$ cat config.mk
export PLATFORM = sky130hd
export DESIGN_NAME = ppm_symbol_demod
export DESIGN_NICKNAME = d
export VERILOG_FILES = /design/src/rtl/ppm_pkg.sv /design/src/rtl/ppm_sync_edge.sv /design/src/rtl/ppm_symbol_demod.sv
export SDC_FILE = /design/constraint.sdc
export NUM_CORES = 1
export LEC_CHECK = 0
export ABC_AREA = 1
export CAP_MARGIN = 40
export CORE_MARGIN = 2
export CORE_UTILIZATION = 58
export DETAILED_ROUTE_END_ITERATION = 10
export PLACE_DENSITY = 0.77
export SLEW_MARGIN = 20
export SYNTH_ARGS = -nofsm -noshare
export SYNTH_HDL_FRONTEND = slang
export SYNTH_SLANG_ARGS = --single-unit
$ cat constraint.sdc
create_clock -name clk16 -period 2.4 [get_ports clk16]
set_input_delay 0.36 -clock clk16 [delete_from_list [all_inputs] [get_ports clk16]]
set_output_delay 0.36 -clock clk16 [all_outputs]
set_load 0.05 [all_outputs]
$ cat src/rtl/ppm_pkg.sv
// Shared types and constants for the 4-PPM receive path.
package ppm_pkg;

  typedef logic [1:0] ppm_state_t;

  localparam ppm_state_t IDLE  = 2'd0;
  localparam ppm_state_t START = 2'd1;
  localparam ppm_state_t DATA  = 2'd2;

  localparam int ERR_BIT   = 2;
  localparam int PPM_SLOTS = 4;

  function automatic logic [1:0] lowest_hit(input logic [PPM_SLOTS-1:0] v);
    lowest_hit = 2'd0;
    for (int i = PPM_SLOTS - 1; i >= 0; i--) begin
      if (v[i]) lowest_hit = 2'(i);
    end
  endfunction

  // True when more than one bit is set: clearing the lowest set bit leaves something.
  function automatic logic multi_hit(input logic [PPM_SLOTS-1:0] v);
    multi_hit = ((v & (v - PPM_SLOTS'(1))) != '0);
  endfunction

endpackage

$ cat src/rtl/ppm_sync_edge.sv
// Synchronizes ppm_in, detects rising edges and gates them with the armed flag.
// s lags ppm_in by SYNC_STAGES clk16; no backpressure.
module ppm_sync_edge
  import ppm_pkg::*;
#(
  parameter int SYNC_STAGES = 2
) (
  input  logic clk16,
  input  logic rst,
  input  logic ppm_in,
  input  logic idle,
  input  logic disarm,
  output logic s,
  output logic start_rise
);

  logic [SYNC_STAGES-1:0] sync_q;
  logic [SYNC_STAGES:0]   fill_q;
  logic                   s_prev;
  logic                   armed;

  // fill_q marks when the reset zeros have flushed out of sync_q, so a line held
  // high through reset release never looks like a low sample that could arm us.
  always_ff @(posedge clk16 or posedge rst) begin
    if (rst) begin
      sync_q <= '0;
      fill_q <= '0;
      s_prev <= 1'b0;
      armed  <= 1'b0;
    end else begin
      sync_q <= {sync_q[SYNC_STAGES-2:0], ppm_in};
      fill_q <= {fill_q[SYNC_STAGES-1:0], 1'b1};
      s_prev <= s;
      if (disarm) begin
        armed <= 1'b0;
      end else if (idle && fill_q[SYNC_STAGES] && !s) begin
        armed <= 1'b1;
      end
    end
  end

  assign s          = sync_q[SYNC_STAGES-1];
  assign start_rise = armed && s && !s_prev;

endmodule

$ cat src/rtl/ppm_symbol_demod.sv
// 4-PPM front end: locks on a start pulse and classifies each 4-slot symbol.
// Strobe 1 clk16 after the last sample of slot 3; no backpressure, downstream must accept every strobe.
module ppm_symbol_demod
  import ppm_pkg::*;
#(
  parameter int SLOT_LEN    = 16,
  parameter int START_MIN   = 24,
  parameter int START_MAX   = 40,
  parameter int SYNC_STAGES = 2
) (
  input  logic       clk16,
  input  logic       rst,
  input  logic       ppm_in,
  output logic [2:0] data_3bits_out,
  output logic       finish2bits,
  output logic       eof,
  output logic       busy
);

  localparam int SCW = $clog2(SLOT_LEN);
  localparam int HCW = SCW + 1;
  localparam int WCW = $clog2(START_MAX) + 1;

  localparam logic [SCW-1:0] SLOT_LAST = SCW'(SLOT_LEN - 1);
  localparam logic [HCW-1:0] HALF      = HCW'(SLOT_LEN / 2);
  localparam logic [WCW-1:0] W_MIN     = WCW'(START_MIN);
  localparam logic [WCW-1:0] W_MAX     = WCW'(START_MAX);

  ppm_state_t           state;
  logic [WCW-1:0]       width_cnt;
  logic [SCW-1:0]       slot_cnt;
  logic [1:0]           slot_idx;
  logic [HCW-1:0]       high_cnt;
  logic [HCW-1:0]       high_next;
  logic [PPM_SLOTS-1:0] hit_q;
  logic [PPM_SLOTS-1:0] hit_next;
  logic                 s;
  logic                 start_rise;
  logic                 idle;
  logic                 disarm;
  logic                 slot_end;
  logic                 sym_end;
  logic                 slot_hit;

  ppm_sync_edge #(
    .SYNC_STAGES(SYNC_STAGES)
  ) u_sync_edge (
    .clk16      (clk16),
    .rst        (rst),
    .ppm_in     (ppm_in),
    .idle       (idle),
    .disarm     (disarm),
    .s          (s),
    .start_rise (start_rise)
  );

  assign idle      = (state == IDLE);
  assign busy      = !idle;
  assign slot_end  = (state == DATA) && (slot_cnt == SLOT_LAST);
  assign sym_end   = slot_end && (slot_idx == 2'(PPM_SLOTS - 1));
  assign high_next = high_cnt + HCW'(s);
  assign slot_hit  = (high_next >= HALF);

  // The decision uses the hit vector including the slot finishing this cycle.
  always_comb begin
    hit_next           = hit_q;
    hit_next[slot_idx] = slot_hit;
  end

  assign disarm = ((state == START) && s && (width_cnt >= W_MAX)) ||
                  (sym_end && (hit_next == '0));

  always_ff @(posedge clk16 or posedge rst) begin
    if (rst) begin
      state          <= IDLE;
      width_cnt      <= '0;
      slot_cnt       <= '0;
      slot_idx       <= '0;
      high_cnt       <= '0;
      hit_q          <= '0;
      data_3bits_out <= 3'b000;
      finish2bits    <= 1'b0;
      eof            <= 1'b0;
    end else begin
      finish2bits <= 1'b0;
      eof         <= 1'b0;
      case (state)
        IDLE: begin
          if (start_rise) begin
            state     <= START;
            width_cnt <= WCW'(1);
          end
        end
        START: begin
          if (s) begin
            if (width_cnt >= W_MAX) state <= IDLE;
            else                    width_cnt <= width_cnt + WCW'(1);
          end else if (width_cnt >= W_MIN) begin
            state    <= DATA;
            slot_cnt <= '0;
            slot_idx <= '0;
            high_cnt <= '0;
            hit_q    <= '0;
          end else begin
            state <= IDLE;
          end
        end
        DATA: begin
          slot_cnt <= slot_cnt + SCW'(1);
          if (slot_end) begin
            high_cnt <= '0;
            hit_q    <= hit_next;
            slot_idx <= slot_idx + 2'd1;
          end else begin
            high_cnt <= high_next;
          end
          if (sym_end) begin
            if (hit_next == '0) begin
              eof   <= 1'b1;
              state <= IDLE;
            end else begin
              finish2bits             <= 1'b1;
              data_3bits_out[ERR_BIT] <= multi_hit(hit_next);
              data_3bits_out[1:0]     <= lowest_hit(hit_next);
            end
          end
        end
        default: state <= IDLE;
      endcase
    end
  end

endmodule

; After elaboration in Yosys (flattened, before gate mapping)
; Index checks and enable logic that the tools add are counted.
[classes]
add_sub_neg = 5
bitwise_logic = 2
mux = 39
n_lt_le_gt_ge = 5
n_reduce_logical = 25
eq_ne = 13
[op_table]
columns = operator, count
row1 = $mux W2, 13
row2 = $mux W7, 3
row3 = $pmux W4 S2, 2
row4 = $mux W5, 3
row5 = $pmux W7 S2, 1
row6 = $mux W4, 3
row7 = $reduce_and A4 Y1, 3
row8 = $logic_and A1 B1 Y1, 10
row9 = $ne A2 B2 Y1 const B, 5
row10 = $pmux W5 S2, 1
row11 = $mux W1, 9
row12 = $add A7 B1 Y7 const B, 1
row13 = $ge A7 B5 Y1 const B, 1
row14 = $ge A7 B6 Y1 const B, 1
row15 = $ne A2 B1 Y1 const B, 3
row16 = $pmux W2 S3, 1
row17 = $reduce_and A3 Y1, 2
row18 = $reduce_bool A2 Y1, 3
row19 = $add A5 B1 Y5, 1
row20 = $ge A5 B4 Y1 const B, 1
row21 = $add A4 B1 Y4 const B, 1
row22 = $and A4 B4 Y4, 1
row23 = $bwmux W4, 1
row24 = $eq A2 B2 Y1 const B, 2
row25 = 15 further kinds, 17
[word_totals]
word_cells = 102
reg_bits = 36
out_inout_bits = 6

; Logic depth before layout (Yosys ltp)
; Gate-level depths: netlist of run 1.
[logic_depth]
word_depth = 9
mapped_depth = 14

; Hierarchy
; From an unflattened synthesis of run 1, not the netlist that was laid out.
[hier_totals]
cells_unflattened = 193
hier_area_um2 = 1791.7
[by_module_without_submodules]
columns = module, cells_each, instances, area_each_um2, seq_area_each_um2
row1 = ppm_symbol_demod, 179, 1, 1572.8, 725.7
row2 = ppm_sync_edge, 14, 1, 219.0, 175.2

; Least setup slack after synthesis of run 1
; No wires, ideal clock.
[synth_timing]
kind = reg-to-reg
from = register u_sync_edge.sync_q[1]
to = register state[0]
slack_ns = 0.657
t_arrival_ns = 1.625
period_less_slack_ns = 1.743
path_stages_with_launch = 15
cell_sequence = dfrtp_1 -> ha_1 -> ha_1 -> nand3_1 -> nand2_1 -> nand2_2 -> nand2_4 -> nand2_2 -> nand2_2 -> nor2_4 -> nand2_2 -> nand2_2 -> nand3_2 -> nand2_1 -> nand2_1
[synth_between]
elab_chain_len = 6
word_cells_on_any_way = 12
[synth_lines]
columns = element, line_no
row1 = from (decl), ppm_sync_edge.sv:17  ; logic [SYNC_STAGES-1:0] sync_q;
row2 = from (signal assigned), ppm_sync_edge.sv:31  ; sync_q <= {sync_q[SYNC_STAGES-2:0], ppm_in};
row3 = $add A5 B1 Y5, ppm_symbol_demod.sv:61  ; assign high_next = high_cnt + HCW'(s);
row4 = $ge A5 B4 Y1, ppm_symbol_demod.sv:62  ; assign slot_hit = (high_next >= HALF);
row5 = $bwmux W4, ppm_symbol_demod.sv:67  ; hit_next[slot_idx] = slot_hit;
row6 = $logic_not A4 Y1, ppm_symbol_demod.sv:118  ; if (hit_next == '0) begin
row7 = $ne A2 B1 Y1 (no source line), n/a
row8 = $reduce_and A4 Y1 (no source line), n/a
row9 = to (signal assigned), ppm_symbol_demod.sv:75  ; state <= IDLE;
row10 = to (signal assigned), ppm_symbol_demod.sv:120  ; state <= IDLE;
row11 = to (signal assigned), ppm_symbol_demod.sv:128  ; default: state <= IDLE;
row12 = to (decl), ppm_symbol_demod.sv:29  ; ppm_state_t state;
; Several ways; a longest one is shown, not always the timed one.
; A chain may end at the register's enable or synchronous reset.

; Worst setup path after layout of run 1
[layout_timing]
from = register state[0]
to = output port busy
[layout_between]
elab_chain_len = 2
[layout_lines]
columns = element, line_no
row1 = from (signal assigned), ppm_symbol_demod.sv:75
row2 = from (signal assigned), ppm_symbol_demod.sv:90  ; state <= START;
row3 = from (signal assigned), ppm_symbol_demod.sv:96  ; if (width_cnt >= W_MAX) state <= IDLE;
row4 = $logic_not A2 Y1, ppm_symbol_demod.sv:57  ; assign idle = (state == IDLE);
row5 = $logic_not A1 Y1, ppm_symbol_demod.sv:58  ; assign busy = !idle;
row6 = to (decl), ppm_symbol_demod.sv:17  ; output logic busy
; No other way between the ends.

==> results of run 1 <==
==> worst max-delay path, stage by stage, from the launching register on <==
cell and delay, ns:
dfrtp_1 0.39, inv_1 0.07, ha_1 0.26, inv_1 0.08
clkdlybuf4s50_1 0.79
==> per-layer routing <==
metal,vias up,wire [um],global-route usage (%)
li1,745,-,-
met4,0,52,7.90
met3,5,91,3.78
met2,25,1410,32.8
met5,-,0,0
met1,655,1560,26.6
==> registers in the layout, summed over array words and instances, names as in the netlist <==
name                cells
u_sync_edge.sync_q      2
finish2bits             1
eof                     1
width_cnt               7
hit_q                   4
u_sync_edge.armed       1
state                   2
high_cnt                5
u_sync_edge.fill_q      3
u_sync_edge.s_prev      1
data_3bits_out          3
slot_cnt                4
slot_idx                2
==> cell type report <==
class / count / area share [%]
Clock buffer: 6 / 1.95
Multi-Input combinational cell: 148 / 39.9
Sequential cell: 36 / 42.7
Timing Repair Buffer: 9 / 4.15
Tap cell: 44 / 2.61
Inverter: 40 / 7.11
Clock inverter: 2 / 1.66
==> path summary, 6_finish.rpt <==
kind / endpoint / slack, ns
setup / recovery: busy / 0.11
hold / removal: u_sync_edge.fill_q[2] / 0.36
setup reg to reg: u_sync_edge.armed / 0.40
hold reg to reg: u_sync_edge.fill_q[2] / 0.36
max in group asynchronous: high_cnt[3] / 1.67
min in group asynchronous: state[1] / 0.41
==> cell families (layout without fill, tap and decap cells) <==
kind of cell               Yosys count  in the layout
AOI/OAI and AO/OA                   37             37
xor gates and xnor gates             2              2
adders and majority gates           12             12
buffers and inverters               42             57
DFF                                 36             36
other                                1              1
and+or+nand+nor                     96             96
==> placed cells by master (no fill, tap or decap), types with 2 or more instances in the layout <==
master / n
inv_1: 38
clkdlybuf4s50_1: 8
nor3_1: 2
nand4_1: 6
o22ai_1: 4
nor2_1: 15
nand3_1: 9
nand2_1: 47
dfrtp_1: 36
a21oi_1: 5
o21ai_0: 17
clkbuf_4: 5
nand2_2: 10
o21ai_1: 4
nor2_4: 2
xor2_1: 2
ha_1: 12
a21oi_2: 2
==> power breakdown <==
part	internal (mW)	total, mW	switching, mW
Combinational	0.124	0.396	0.272
Clock	0.218	0.419	0.201
Sequential	0.650	0.683	0.0328
==> metrics by stage <==
| step | instance area [um2] | power (mW) |
|---|---|---|
| after floorplan | 1910 | 1.02 |
| after global placement | 2040 | 1.08 |
| after detailed placement | 2040 | 1.09 |
| after CTS | 2110 | 1.51 |
| after global routing | 2110 | 1.61 |
| final | 2110 | 1.50 |
==> metrics, run 1 <==
number of detailed-route iterations in the first pass=4; die height=61.4 um; ranking of synthesized cells by area=dfrtp_1 (47%), nand2_1 (9.2%), ha_1 (7.9%); RR Startpoint=u_sync_edge.sync_q[1]; cells after synthesis=226; cell area after synthesis=1910 um2; Routed WL=3100 um; power per cell area=between 700 and 800 nW/um2; minimum clock period=2.29 ns; asr flop ratio synth=100%; most frequent cell after synthesis=nand2_1; number of synthesized flops with an enable pin=0; P&R area growth vs syn=10.7%; FMAX=436 MHz; Worst Path Max Fanout=5; Critical Path Source Type=register; largest net degree at the start of global routing=37; # DRC=0; via count=~1,400; non-filler cells, final=285; nature of the critical path endpoint=output port; vias in the first global route=1,329; post_cts resized=0; core area=about 3100 um2; Most used DFF post-synth=dfrtp_1; vias per cell=5.02; GP Congestion=0.797; drt first-iter violations=64; Reg clk slew, reported paths=approximately 0.10 ns; later-pin clock latency in the skew report=between 0.3 and 0.4 ns; Avg WL per Cell=between 10 and 15 um; Final setup viols=0; Starting Density=61.5%; Synth Area in Simple Gates=23.6%; pre-CTS setup slack=roughly 0.40 ns; syn_area_per_cell=8.44 um2; clk sinks=36; first-pass GRT wire length=between 5000 and 6000 um; initial antenna violation count=0; Synth Area in XOR/XNOR=0.918%; clk_skew=between 0.005 and 0.006 ns; register area=901 um2; area of the multi-input gates=842 um2; reg2reg path depth=14; outcome=completed; worst vdd ir=0.596 mV; critical path launch point=state[0]; Max clock buf depth=2; FILL cells=277; register area share after synthesis=47.2%; fin util=68.1%; post-synth top area cell=dfrtp_1; Hold Crit Class=register to register; layout cells sized above 1=about an eighth; top cells by count, synth=nand2_1 (47), inv_1 (38), dfrtp_1 (36), o21ai_0 (17), nor2_1 (15); share of the synthesized area in the top cell type=between 40% and 50%; gr ovfl total=0; Die ar.=3760 um2; Max-cap violations=0; Final ANT Viol Nets=0; Leak Pwr=approximately 1.1 nW; FF+latch count, synth=36; main combinational cell family by area after synthesis=simple AND/OR/NAND/NOR gates; final hold violations=0; Num CTS Buffers=5; syn_nets=around 240; die width=61.4 um; CTS tree=done; IO Count=9; Adder-Cell Fraction of Synth Area=between 7 and 8%; Req. time, crit path=2.04 ns; Hold Slack=around 0.36 ns; Tcrit/Tclk final=95.5%; Placed Cells=roughly 280; Arrival @ worst endpoint=1.93 ns; number of diodes=0; number of warnings issued by yosys=0; Synth Area in Compound Gates=11.5%; Port Buffers=8; final worst setup slack=0.109 ns; row count=20; RSZ-0062 raised after global routing=no; post-synthesis mux area share=0%; Final Max Tran Viols=0; detailed placement HPWL=~2300 um; H-tree Lvls=2; hold-critical path depth=0; hold_buf cts=0; Crit Path Category=register to output port; setup bufs post-CTS=0; GRT Resource Usage Total=20.1%; Yosys cell types=30; Setup Total Neg Slack=0 ns; CTS root buf=clkbuf_4; # nets final=255; Hold Crit Start=u_sync_edge.fill_q[1]
(Power assumes the default switching activity.)
==> inputs of run 2 (changes only) <==
--- a/config.mk
+++ b/config.mk
@@ -10,6 +10,7 @@
 export CORE_MARGIN = 2
 export CORE_UTILIZATION = 58
 export DETAILED_ROUTE_END_ITERATION = 10
+export MAX_ROUTING_LAYER = met4
 export PLACE_DENSITY = 0.77
 export SLEW_MARGIN = 20
 export SYNTH_ARGS = -nofsm -noshare
==> results of run 2 <==
No change in the layout: final DEF, timing and power equal those of run 1.
Among the figures that moved: final weighted congestion in routability-driven placement 0.797 -> 0.808; overall routing resource usage 20.1% -> 20.7%
==> inputs of run 3 (changes only) <==
--- a/config.mk
+++ b/config.mk
@@ -12,6 +12,7 @@
 export DETAILED_ROUTE_END_ITERATION = 10
 export MAX_ROUTING_LAYER = met4
 export PLACE_DENSITY = 0.77
+export SETUP_SLACK_MARGIN = 0.3
 export SLEW_MARGIN = 20
 export SYNTH_ARGS = -nofsm -noshare
 export SYNTH_HDL_FRONTEND = slang
==> run 3 against run 2 <==
Count of clock-buffer cells in the layout is the same; sequential cell count is the same; core utilization grew 0.56 points; worst hold slack is essentially flat; non-clock buffer count grew 1; critical path depth is the same; final cell count grew 0.35%; sequential power is essentially flat; cell area grew 0.83%; clock skew is essentially flat; total power grew 0.77%; highest routed layer unchanged.
==> metrics, run 3 (synthesized netlist as in run 1, its figures left out) <==
Hold Slack=0.359 ns; # nets final=about 260; register area=~900 um2; reg2reg path depth=14; pre-CTS setup slack=~0.40 ns; drt first-iter violations=58; FMAX=503 MHz; total power=1.51 mW; Top Registers=width_cnt (7), high_cnt (5); outcome=completed; Crit Path Category=register to output port; number of diodes=0; Tcrit/Tclk final=82.8%; Avg WL per Cell=11.0 um; Num CTS Buffers=5; Port Buffers=8; Req. time, crit path=between 2 and 2.5 ns; initial antenna violation count=0; # DRC=0; Sw Ratio=~34%; final worst setup slack=0.414 ns; Placed Cells=277; Hold Crit Start=u_sync_edge.fill_q[1]; Arrival @ worst endpoint=1.63 ns; clk sinks=36; fin area=2130 um2; largest net degree at the start of global routing=37; core area=between 3000 and 4000 um2; Int Power=994 uW; final hold violations=0; Routed WL=3130 um; Max-cap violations=0; vias per cell=~5; Final ANT Viol Nets=0; sequential share of power=45.2%; die height=61.4 um; Setup crit end=busy; CTS root buf=clkbuf_4; layout cells sized above 1=14.0%; vias in the first global route=1,329; Max clock buf depth=2; Final setup viols=0; number of detailed-route iterations in the first pass=4; share of power burned in combinational logic=26.9%; GP Congestion=0.808; CTS tree=done; gr ovfl total=0; worst reg-to-reg setup slack=around 0.50 ns; area of the multi-input gates=approximately 850 um2; Die ar.=3760 um2; Critical Path Source Type=register; worst vdd ir=0.582 mV; die width=61.4 um; Setup Total Neg Slack=0 ns; fin util=68.6%; max reg flops=7; area post-placement=2040 um2; nature of the critical path endpoint=output port; Leak Pwr=1.05 nW; later-pin clock latency in the skew report=0.34 ns; commonest non-fill, non-tap cell in the layout=nand2_1; reg2reg end=u_sync_edge.armed; most frequent cells in the layout=nand2_1 (46), inv_1 (38), dfrtp_1 (35), o21ai_0 (17), nor2_1 (15); Top reg by flops=width_cnt; Psw=516 uW; critical path launch point=state[0]; P&R area growth vs syn=11.6%; non-filler cells, final=286; Starting Density=61.5%; power per cell area=709 nW/um2; FILL cells=276; RR Startpoint=u_sync_edge.sync_q[1]; Worst Path Max Fanout=5; clock network power share=27.9%; minimum clock period=slightly below 2 ns; row count=20; H-tree Lvls=2; Final Max Tran Viols=0; detailed placement HPWL=2320 um; IO Count=9; RSZ-0062 raised after global routing=no; GRT Resource Usage Total=20.7%; via count=roughly 1,400; Hold Crit Class=register to register; clk_skew=0.00587 ns; first-pass GRT wire length=5550 um; Reg clk slew, reported paths=0.10 ns
[run 3: what timing repair did]
item / in CTS / in global routing
setup endpoints to repair: 1 / 14
gates cloned: 0 / 0
buffers inserted: 0 / 1
gates resized for setup: 1 / 5
hold buffers: 0 / 0
[run 3: final cells by class]
cell class,count,area share [%]
inverter,40,7.23
sequential,36,42.4
tap,44,2.59
clock buffer,6,1.94
multi-input combinational,148,39.8
clock inverter,2,1.65
timing repair buffer,10,4.47
[run 3: critical path: stages, from the launching register on]
cell,delay (ns)
dfrtp_1,0.39
inv_1,0.07
ha_1,0.27
inv_1,0.08
clkdlybuf4s15_1,0.48
[run 3: how the worst min path moves through the flow]
| stage | slack [ns] | endpoint | cells after the start |
|---|---|---|---|
| floorplan | 0.33 | u_sync_edge.fill_q[1] | 0 |
| global placement | 0.33 | u_sync_edge.fill_q[2] | 0 |
| detailed placement | 0.34 | u_sync_edge.fill_q[2] | 0 |
| CTS | 0.36 | u_sync_edge.fill_q[2] | 0 |
| global route | 0.37 | u_sync_edge.fill_q[2] | 0 |
| finish | 0.36 | u_sync_edge.fill_q[2] | 0 |
[run 3: power by group through the flow]
stage | Sequential [mW] | Combinational [mW] | Clock [mW]
finish | 0.682 | 0.407 | 0.421
global route | 0.688 | 0.472 | 0.460
CTS | 0.683 | 0.393 | 0.433
detailed placement | 0.695 | 0.399 | 0
global placement | 0.693 | 0.390 | 0
floorplan | 0.687 | 0.335 | 0
[run 3: routing by layer]
metal / GRT usage, % / routed length [um]
met5: - / 0
met4: 7.90 / 52
met3: 3.78 / 94
met2: 32.8 / 1420
met1: 26.6 / 1570
